File: config.mk
export PLATFORM = sky130hd
export DESIGN_NAME = int_controller
export DESIGN_NICKNAME = d
export VERILOG_FILES = /design/src/rtl/int_controller.sv
export SDC_FILE = /design/constraint.sdc
export NUM_CORES = 1
export LEC_CHECK = 0
export ABC_CLOCK_PERIOD_IN_PS = 1900
export CAP_MARGIN = 25
export CORE_MARGIN = 3
export CORE_UTILIZATION = 43
export CTS_CLUSTER_DIAMETER = 100
export DETAILED_ROUTE_END_ITERATION = 8
export PLACE_DENSITY = 0.78
export SYNTH_ARGS = -nofsm -noshare
export SYNTH_HDL_FRONTEND = slang
export SYNTH_SLANG_ARGS = --single-unit
File: constraint.sdc
create_clock -name clk -period 1.9 [get_ports clk]
set_clock_uncertainty 0.1 [all_clocks]
set_input_delay 0.19 -clock clk [delete_from_list [all_inputs] [get_ports clk]]
set_output_delay 0.19 -clock clk [all_outputs]
set_load 0.02 [all_outputs]
File: src/rtl/int_controller.sv
// int_controller
// Interrupt source controller for the jump-control stage. Rising edges on the
// request lines are latched as pending events. The lowest eligible index wins
// and is issued as a single one-cycle interrupt pulse. After that, no further
// issue happens until the handler's RET is decoded, because jump control saves
// only one return address.
//
//   state   | meaning
//   --------+-----------------------------------------------------------
//   IDLE    | no handler active; issue when a line is eligible and the
//           | opcode at decode is not jump-class
//   ISSUE   | interrupt pulse cycle, always followed by SERVICE
//   SERVICE | handler running; wait for RET, pending keeps accumulating
module int_controller #(
    parameter int NUM_IRQ = 4,
    parameter int ID_W    = 2
) (
    input  logic               clk,
    input  logic               reset,
    input  logic [NUM_IRQ-1:0] irq,
    input  logic [NUM_IRQ-1:0] irq_mask,
    input  logic               int_enable,
    input  logic [5:0]         op,
    input  logic [NUM_IRQ-1:0] pend_clr,
    output logic               interrupt,
    output logic [ID_W-1:0]    cause_id,
    output logic               in_service,
    output logic [NUM_IRQ-1:0] pending,
    output logic [7:0]         irq_count
);

    localparam logic [5:0] OP_RET = 6'b010000;
    localparam logic [5:0] OP_JMP = 6'b011000;

    typedef enum logic [1:0] {
        IDLE    = 2'd0,
        ISSUE   = 2'd1,
        SERVICE = 2'd2
    } state_t;

    state_t               state_q;
    state_t               state_d;
    logic [NUM_IRQ-1:0]   irq_d;
    logic [NUM_IRQ-1:0]   rise;
    logic [NUM_IRQ-1:0]   eligible;
    logic                 any_eligible;
    logic [ID_W-1:0]      winner;
    logic                 jump_op;
    logic                 grant;
    logic                 interrupt_d;
    logic                 in_service_d;
    logic [NUM_IRQ-1:0]   issue_vec;
    logic [NUM_IRQ-1:0]   pending_d;

    // Edge detect and eligibility; int_enable gates every line at once.
    always_comb begin
        rise         = irq & ~irq_d;
        eligible     = int_enable ? (pending & ~irq_mask) : '0;
        any_eligible = |eligible;
    end

    // Jump-class opcodes: the return address would be corrupted if an issue
    // landed on them. 0111xx covers JV/JNV/JZ/JNZ.
    always_comb begin
        jump_op = (op == OP_JMP) || (op == OP_RET) || (op[5:2] == 4'b0111);
    end

    // Fixed priority: lowest eligible index wins (scan downwards so the last
    // assignment is the lowest set bit).
    always_comb begin
        winner = '0;
        for (int i = NUM_IRQ - 1; i >= 0; i--) begin
            if (eligible[i]) begin
                winner = ID_W'(i);
            end
        end
    end

    // Next-state logic and next values of the registered outputs.
    always_comb begin
        state_d      = state_q;
        grant        = 1'b0;
        interrupt_d  = 1'b0;
        in_service_d = in_service;
        case (state_q)
            IDLE: begin
                if (any_eligible && !jump_op) begin
                    state_d      = ISSUE;
                    grant        = 1'b1;
                    interrupt_d  = 1'b1;
                    in_service_d = 1'b1;
                end
            end
            ISSUE: begin
                state_d = SERVICE;
            end
            SERVICE: begin
                if (op == OP_RET) begin
                    state_d      = IDLE;
                    in_service_d = 1'b0;
                end
            end
            default: begin
                state_d      = IDLE;
                in_service_d = 1'b0;
            end
        endcase
    end

    // Pending update: a fresh edge always survives (even on the issued bit,
    // where it counts as a second event); otherwise issue or pend_clr clears.
    always_comb begin
        issue_vec = grant ? (NUM_IRQ'(1) << winner) : '0;
        pending_d = rise | (pending & ~issue_vec & ~pend_clr);
    end

    // FSM state register.
    always_ff @(posedge clk or posedge reset) begin
        if (reset) begin
            state_q <= IDLE;
        end else begin
            state_q <= state_d;
        end
    end

    // Registered outputs, edge-detect history and the issue counter.
    always_ff @(posedge clk or posedge reset) begin
        if (reset) begin
            irq_d      <= '0;
            pending    <= '0;
            interrupt  <= 1'b0;
            in_service <= 1'b0;
            cause_id   <= '0;
            irq_count  <= 8'd0;
        end else begin
            irq_d      <= irq;
            pending    <= pending_d;
            interrupt  <= interrupt_d;
            in_service <= in_service_d;
            if (grant) begin
                cause_id  <= winner;
                irq_count <= irq_count + 8'd1;
            end
        end
    end

endmodule
* Word-level counts from Yosys, hierarchy flattened *
Cells that the tools add are included.

cells by class
  mux-type cells = 14
  bitwise gates (word level) = 10
  shifts and indexed selects = 1
  eq/ne operators = 7
  reduce and logical (&&, ||, !) cells = 8
  $add $sub $neg = 1

operator list
  cell                                              number
  AND 4 bit                                         4
  inverter 4 bit                                    4
  == test 6 x 5 -> 1 bit (second input constant)    2
  two-way mux 2 bit                                 6
  adder 8 x 1 -> 8 bit (second input constant)      1
  two-way mux 4 bit                                 2
  one-hot mux 2 bit (3 select lines)                1
  == test 4 x 3 -> 1 bit (second input constant)    1
  two-way mux 1 bit                                 4
  inequality test 2 bit (second input constant)     2
  bitwise OR 4 bit                                  1
  OR reduction 4 bit                                1
  << shifter 1 x 2 -> 4 bit (first input constant)  1
  one-hot mux 1 bit (3 select lines)                1
  AND reduction 3 bit                               1
  == test 2 x 1 -> 1 bit (second input constant)    1
  == test 2 bit (second input constant)             1
  zero test 2 bit                                   1
  logical OR 1 bit                                  2
  AND reduction 2 bit                               1
  logical AND 1 bit                                 1
  zero test 1 bit                                   1
  inverter 1 bit                                    1

storage, ports and cells
  output and inout bits = 16
  logic and storage cells = 48
  flip-flop bits (word level) = 22

* Logic depth before layout (Yosys ltp) *
Gate-level depths: netlist (run 1).

  depth after elaboration = 13
  depth in mapped cells = 5
  mapped depth without buffers = 5

* Worst setup path after synthesis (run 1) *
Ideal clock, no wire load.

  kind = register to register
  start = reg pending[0]
  end = reg irq_count[1]
  cell stages (with the launch flop) = 5
  data arrival time = 1.565 ns
  library setup time = 0.125 ns
  setup slack = 0.110 ns
  path buffers = 0
  cell sequence = dfrtp_1 > nand2b_4 > a21bo_2 > a211oi_4 > mux2_2

on the way
  longest elaborated chain between the ends = 6

ends and longest elaborated chain
  element                   RTL line  source
  start: declaration        28        output logic [NUM_IRQ-1:0] pending,
  start signal: assignment  137       pending <= pending_d;
  AND 4 bit                 58        eligible = int_enable ? (pending & ~irq_mask) : '0;
  two-way mux 4 bit         58
  OR reduction 4 bit        59        any_eligible = |eligible;
  logical AND 1 bit         87        if (any_eligible && !jump_op) begin
  two-way mux 1 bit         87
  two-way mux 1 bit         85        case (state_q)
  net grant                 49        logic grant;
  end signal: assignment    142       irq_count <= irq_count + 8'd1;
  end: declaration          29        output logic [7:0] irq_count

The timed path passes the listed nets, and every way through them passes these cells.
A chain may end at the register's enable or synchronous reset.

* Final worst setup path (run 1) *
  start = reg state_q[1]
  end = reg pending[3]

on the way
  longest elaborated chain between the ends = 7

ends and longest elaborated chain
  element                   RTL line  source
  start: declaration        41        state_t state_q;
  start signal: assignment  122       state_q <= state_d;
  zero test 2 bit           85
  two-way mux 1 bit         85
  two-way mux 4 bit         113       issue_vec = grant ? (NUM_IRQ'(1) << winner) : '0;
  inverter 4 bit            114       pending_d = rise | (pending & ~issue_vec & ~pend_clr);
  AND 4 bit (2 in a row)    114
  bitwise OR 4 bit          114
  net pending_d[3]          53        logic [NUM_IRQ-1:0] pending_d;

The timed path passes the listed nets, and every way through them passes these cells.

==> results.yml, run 1 <==
cts:
  cts.clk_slew.worst_paths_ns: 0.12
  clk_path_buf_depth: 2
  clock_sinks: 22
  post_cts_buffers: 0
  root_buffer: "clkbuf_4"
  ctsResizeCount: 0
  cts_buffers: 3
  clk_latency_ns: 0.30
  cts-htree-levels: 1
  cts-hold-fix-buffers: 0
  tritoncts: "built"
final_layout:
  area_growth_pct: 51.6
  final_cell_mix: "36 x clkdlybuf4s50_1, 22 x dfrtp_1, 11 x inv_1, 9 x buf_4, 6 x xnor2_1"
  fillCellCount: 159
  layout_commonest_cell: "clkdlybuf4s50_1"
  final_util: 0.726
  n_antenna_cell: 0
  drive_gt1_frac: 0.187
  nNetsFinal: 157
yosys:
  ys_ff_latch: 22
  syn_inst: 85
  synth_cell_types: 33
  synth_seq_area_share: 0.552
  synth_async_sr_flop_share: 1.00
  yosys_warnings: 0
  synth_edf_count: 0
  syn_nets: 107
  synthFlopType: "dfrtp_1"
  synth_area_um2: 997
  avgSynthCellArea_um2: 11.7
placed_design:
  gp_congestion: 0.757
  hpwl_mm: 1.70
  portBuffers: 36
critical_path:
  crit_slowest_cell: "nor4_1"
  startpoint_type: "flop"
  crit_required_ns: 1.99
  crit_type: "reg2reg"
  slowest_delay_ns: 0.59
  cp.arrival_ns: 1.85
  crit_path_end_kind: "flop"
  cp_max_fo: 3
  path_cells: "nor2_1, o21ai_2, nor4_1, a211o_1, o21ai_0"
sta:
  period_needed_ns: 1.76
  final-setup-viol-count: 0
  relSlewSlack: 0.575
  worstMarginPinSlew_ns: 0.632
  maxSlewViolCount: 0
  max_freq_mhz: 569
  rsz0062_at_grt: "no"
  fin_crit_sh: 0.926
  hold_viol: 0
  setup-tns-final_ns: 0
route:
  wl_per_cell_um: 13.7
  wl_mm: 2.20
  first_iter_violations: 14
  vias: 795
  drt-met1-wl_um: 966
  top_layer_used: "met4"
  routed_via_density: 4.94
  dr_wl_met3_um: 111
  drt_first_pass_iters: 4
  drcViolationCount: 0
  routed-wl-met2_mm: 1.11
  final_antenna_net_count: 0
die:
  initial_core_util: 0.479
  die_y_um: 54.2
  die_w_um: 54.2
  die_area_mm2: 0.00293
  io_pins: 37
  rows: 16
  core_mm2: 0.00208
status:
  status: "completed"
power_and_ir_drop:
  peakVddDrop_mv: 0.758
  power.total_mw: 1.73
  power_per_cell_area_mw_per_mm2: 1150
  p_leak_nw: 0.666
run:
  drv_cap: 0
global_route:
  antenna_found_initial: 0
  grt_usage: 0.169
  grt_pass1_wl_mm: 3.57
  grt_pass1_vias: 835
  grt_max_degree: 23
  grt_overflow: 0
min_path:
  hold_class: "in2async"
power breakdown:
part | switching (mW) | leakage, nW | internal, mW
Combinational | 0.317 | 0.364 | 0.358
Clock | 0.138 | 0.0279 | 0.213
Sequential | 0.122 | 0.274 | 0.584
cell families after synthesis:
logic type / Yosys count / share of synthesized area
multiplexers: 2 / 0.0226
adder cells (fa/ha/maj): 1 / 0.0125
buffers and inverters: 12 / 0.0452
flip-flops: 22 / 0.552
AO/OA/AOI/OAI: 16 / 0.138
XOR/XNOR: 7 / 0.0615
AND/OR/NAND/NOR: 25 / 0.168
cell usage after synthesis, types with 2 or more instances:
master	instances	area share
o21ai_2	2	0.018
xnor2_1	6	0.053
nand2_1	4	0.015
nand2b_1	2	0.013
nand3_1	2	0.010
nand4_1	5	0.031
inv_1	11	0.041
mux2_2	2	0.023
and2b_2	2	0.018
o32ai_1	2	0.018
o21ai_0	2	0.010
nor2_1	3	0.011
dfrtp_1	22	0.55
final cells by class:
class	instances	area [µm²]	share of cell area
Sequential cell	22	551	0.364
Inverter	12	45.0	0.0298
Clock buffer	3	22.5	0.0149
Multi-Input combinational cell	51	402	0.266
Clock inverter	1	30.0	0.0199
Tap cell	27	33.8	0.0224
Timing Repair Buffer	45	428	0.283
flip-flops by register name, indices dropped and copies added, names as in the netlist:
signal      flops
cause_id        2
in_service      1
interrupt       1
irq_count       8
irq_d           4
pending         4
state_q         2
worst max-delay path, delay by kind of cell (launching register included):
| family | cells | cell delay [ns] |
|---|---|---|
| AND/OR/NAND/NOR | 2 | 0.73 |
| flip-flops | 1 | 0.42 |
| AO/OA/AOI/OAI | 3 | 0.40 |
routing by layer:
layer | up-vias | GRT usage
met5 | - | 0
li1 | 393 | -
met1 | 383 | 0.193
met3 | 2 | 0.0388
met2 | 17 | 0.309
met4 | 0 | 0.0498
metrics by stage:
| step | instance area [µm²] | setup slack, ns | hold slack (ns) | instances |
|---|---|---|---|---|
| floorplan | 997 | 0.110 | 0.0792 | 85 |
| global placement | 1460 | -0.0573 | 0.306 | 157 |
| detailed placement | 1460 | -0.125 | 0.324 | 157 |
| CTS | 1510 | 0.115 | 0.121 | 161 |
| global route | 1510 | 0.0544 | 0.146 | 161 |
| finish | 1510 | 0.141 | 0.113 | 161 |
final timing paths:
path,slack [ns],start,endpoint,depth (start not counted)
hold reg to reg,0.34,irq_d[0]$_DFF_PP0_,pending[0]$_DFF_PP0_,1
setup reg to reg,0.14,state_q[1]$_DFFE_PP0P_,pending[3]$_DFF_PP0_,5
setup / recovery,0.14,state_q[1]$_DFFE_PP0P_,pending[3]$_DFF_PP0_,5
min in group clk,0.25,irq[2],irq_d[2]$_DFF_PP0_,1
max in group asynchronous,1.37,reset,irq_d[1]$_DFF_PP0_,3
hold / removal,0.11,reset,irq_count[7]$_DFFE_PP0P_,3
Note: power is estimated with default switching activity, not from simulation.
==> run 2, diff against run 1 <==
- ABC_CLOCK_PERIOD_IN_PS: 1900 -> 2200
- CORE_UTILIZATION: 43 -> 46
- PLACE_DENSITY: 0.78 -> 0.83
- clock period: 1.9 -> 2.2 ns (I/O delays scaled with it)
==> results.yml, run 2 (same netlist as run 1, synthesis figures left out) <==
status:
  status: "completed"
cts:
  ctsResizeCount: 0
  clock_sinks: 22
  post_cts_buffers: 0
  cts-hold-fix-buffers: 0
  clk_latency_ns: 0.30
  cts.clk_slew.worst_paths_ns: 0.12
  tritoncts: "built"
  cts-htree-levels: 1
  clk_path_buf_depth: 2
  cts_buffers: 3
  root_buffer: "clkbuf_4"
critical_path:
  crit_start: "irq_mask[0]"
  endpoint: "irq_count[1]$_DFFE_PP0P_"
  crit_type: "in2reg"
  path_delay_family: "compound AO/OA/AOI/OAI gates"
  r2r-end: "irq_count[1]$_DFFE_PP0P_"
  crit_path_end_kind: "flop"
  slowest_delay_ns: 0.46
  path_cells: "clkdlybuf4s50_1, nand2b_4, a21bo_2, a211oi_4, mux2_2"
  crit_slowest_cell: "a211oi_4"
  cp_max_fo: 10
  crit_buf_inv: 1
  cp.arrival_ns: 1.89
  startpoint_type: "input port"
  regToRegStartpoint: "pending[0]$_DFF_PP0_"
  crit_required_ns: 2.31
  critical_path_cell_count: 5
  ff2ff_setup_slack_ns: 0.43
  rr_worst_depth: 4
global_route:
  grt_overflow: 0
  grt_pass1_wl_mm: 3.41
  grt_usage: 0.169
  grt_max_degree: 23
  grt_pass1_vias: 775
  antenna_found_initial: 0
die:
  die_area_mm2: 0.00276
  initial_core_util: 0.498
  rows: 16
  io_pins: 37
  die_y_um: 52.6
  die_w_um: 52.6
  core_mm2: 0.00200
final_layout:
  final_cell_mix: "36 x clkdlybuf4s50_1, 22 x dfrtp_1, 11 x inv_1, 6 x xnor2_1, 5 x nand4_1"
  largest_register: "irq_count"
  area_growth_pct: 44.8
  drive_gt1_frac: 0.128
  n_antenna_cell: 0
  nNetsFinal: 148
  final_util: 0.721
  top_regs: "irq_count x8, irq_d x4, pending x4"
  fillCellCount: 156
  layout_commonest_cell: "clkdlybuf4s50_1"
  largest_reg_flops: 8
power_and_ir_drop:
  power_per_cell_area_mw_per_mm2: 1010
  power.total_mw: 1.45
  peakVddDrop_mv: 0.690
  p_leak_nw: 0.623
sta:
  max_freq_mhz: 560
  rsz0062_at_grt: "no"
  setup-tns-final_ns: 0
  worstMarginPinSlew_ns: 0.779
  fin_crit_sh: 0.811
  hold_viol: 0
  final-setup-viol-count: 0
  period_needed_ns: 1.78
  maxSlewViolCount: 0
  relSlewSlack: 0.480
run:
  drv_cap: 0
placed_design:
  portBuffers: 36
  hpwl_mm: 1.59
  gp_congestion: 0.734
route:
  drt_first_pass_iters: 4
  wl_mm: 2.03
  routed_via_density: 5.16
  wl_per_cell_um: 13.4
  vias: 784
  first_iter_violations: 9
  drcViolationCount: 0
  final_antenna_net_count: 0
min_path:
  hold_class: "in2async"
-- run 2: cell count changes in the layout (fill, tap and decap cells not counted) --
cell   before  now
buf_4       9    0
-- run 2: metal layers --
| layer | global-route usage | part of all wire |
|---|---|---|
| met1 | 0.186 | 0.41 |
| met2 | 0.312 | 0.52 |
| met3 | 0.0285 | 0.057 |
| met4 | 0.0766 | 0.018 |
| met5 | 0 | 0 |
-- run 2: worst min path at each step --
stage / to / cells past startpoint
global route: irq_d[0]$_DFF_PP0_ / 1
CTS: irq_d[0]$_DFF_PP0_ / 1
floorplan: cause_id[0]$_DFFE_PP0P_ / 1
global placement: pending[3]$_DFF_PP0_ / 1
finish: irq_count[3]$_DFFE_PP0P_ / 2
detailed placement: pending[3]$_DFF_PP0_ / 1
-- run 2: layout make-up --
type,count,area [µm²],area share
flip-flops and latches,22,551,0.381
inverters,12,45.0,0.0312
repair buffers,36,360,0.250
well taps,27,33.8,0.0234
multi-input cells,51,402,0.278
clock inverters,1,30.0,0.0208
clock buffers,3,22.5,0.0156
-- run 2: worst reg2reg max path: cells and delay by family (launching register included) --
family,cells,cell delay (ns)
AO/OA/AOI/OAI,2,0.70
flip-flops,1,0.42
multiplexers,1,0.39
AND/OR/NAND/NOR,1,0.07
-- run 2: metrics by stage --
stage | instances | worst slack (ns) | area [µm²] | hold WS [ns]
CTS | 152 | 0.412 | 1440 | 0.261
global placement | 148 | 0.111 | 1390 | 0.302
floorplan | 85 | 0.410 | 997 | 0.109
detailed placement | 148 | 0.0856 | 1390 | 0.316
finish | 152 | 0.416 | 1440 | 0.241
global route | 152 | 0.328 | 1440 | 0.268
-- run 2: report_power, final --
part           internal (mW)  switching, mW  total (mW)
combinational          0.278          0.260       0.538
clock                  0.184          0.120       0.304
sequential             0.504          0.105       0.609
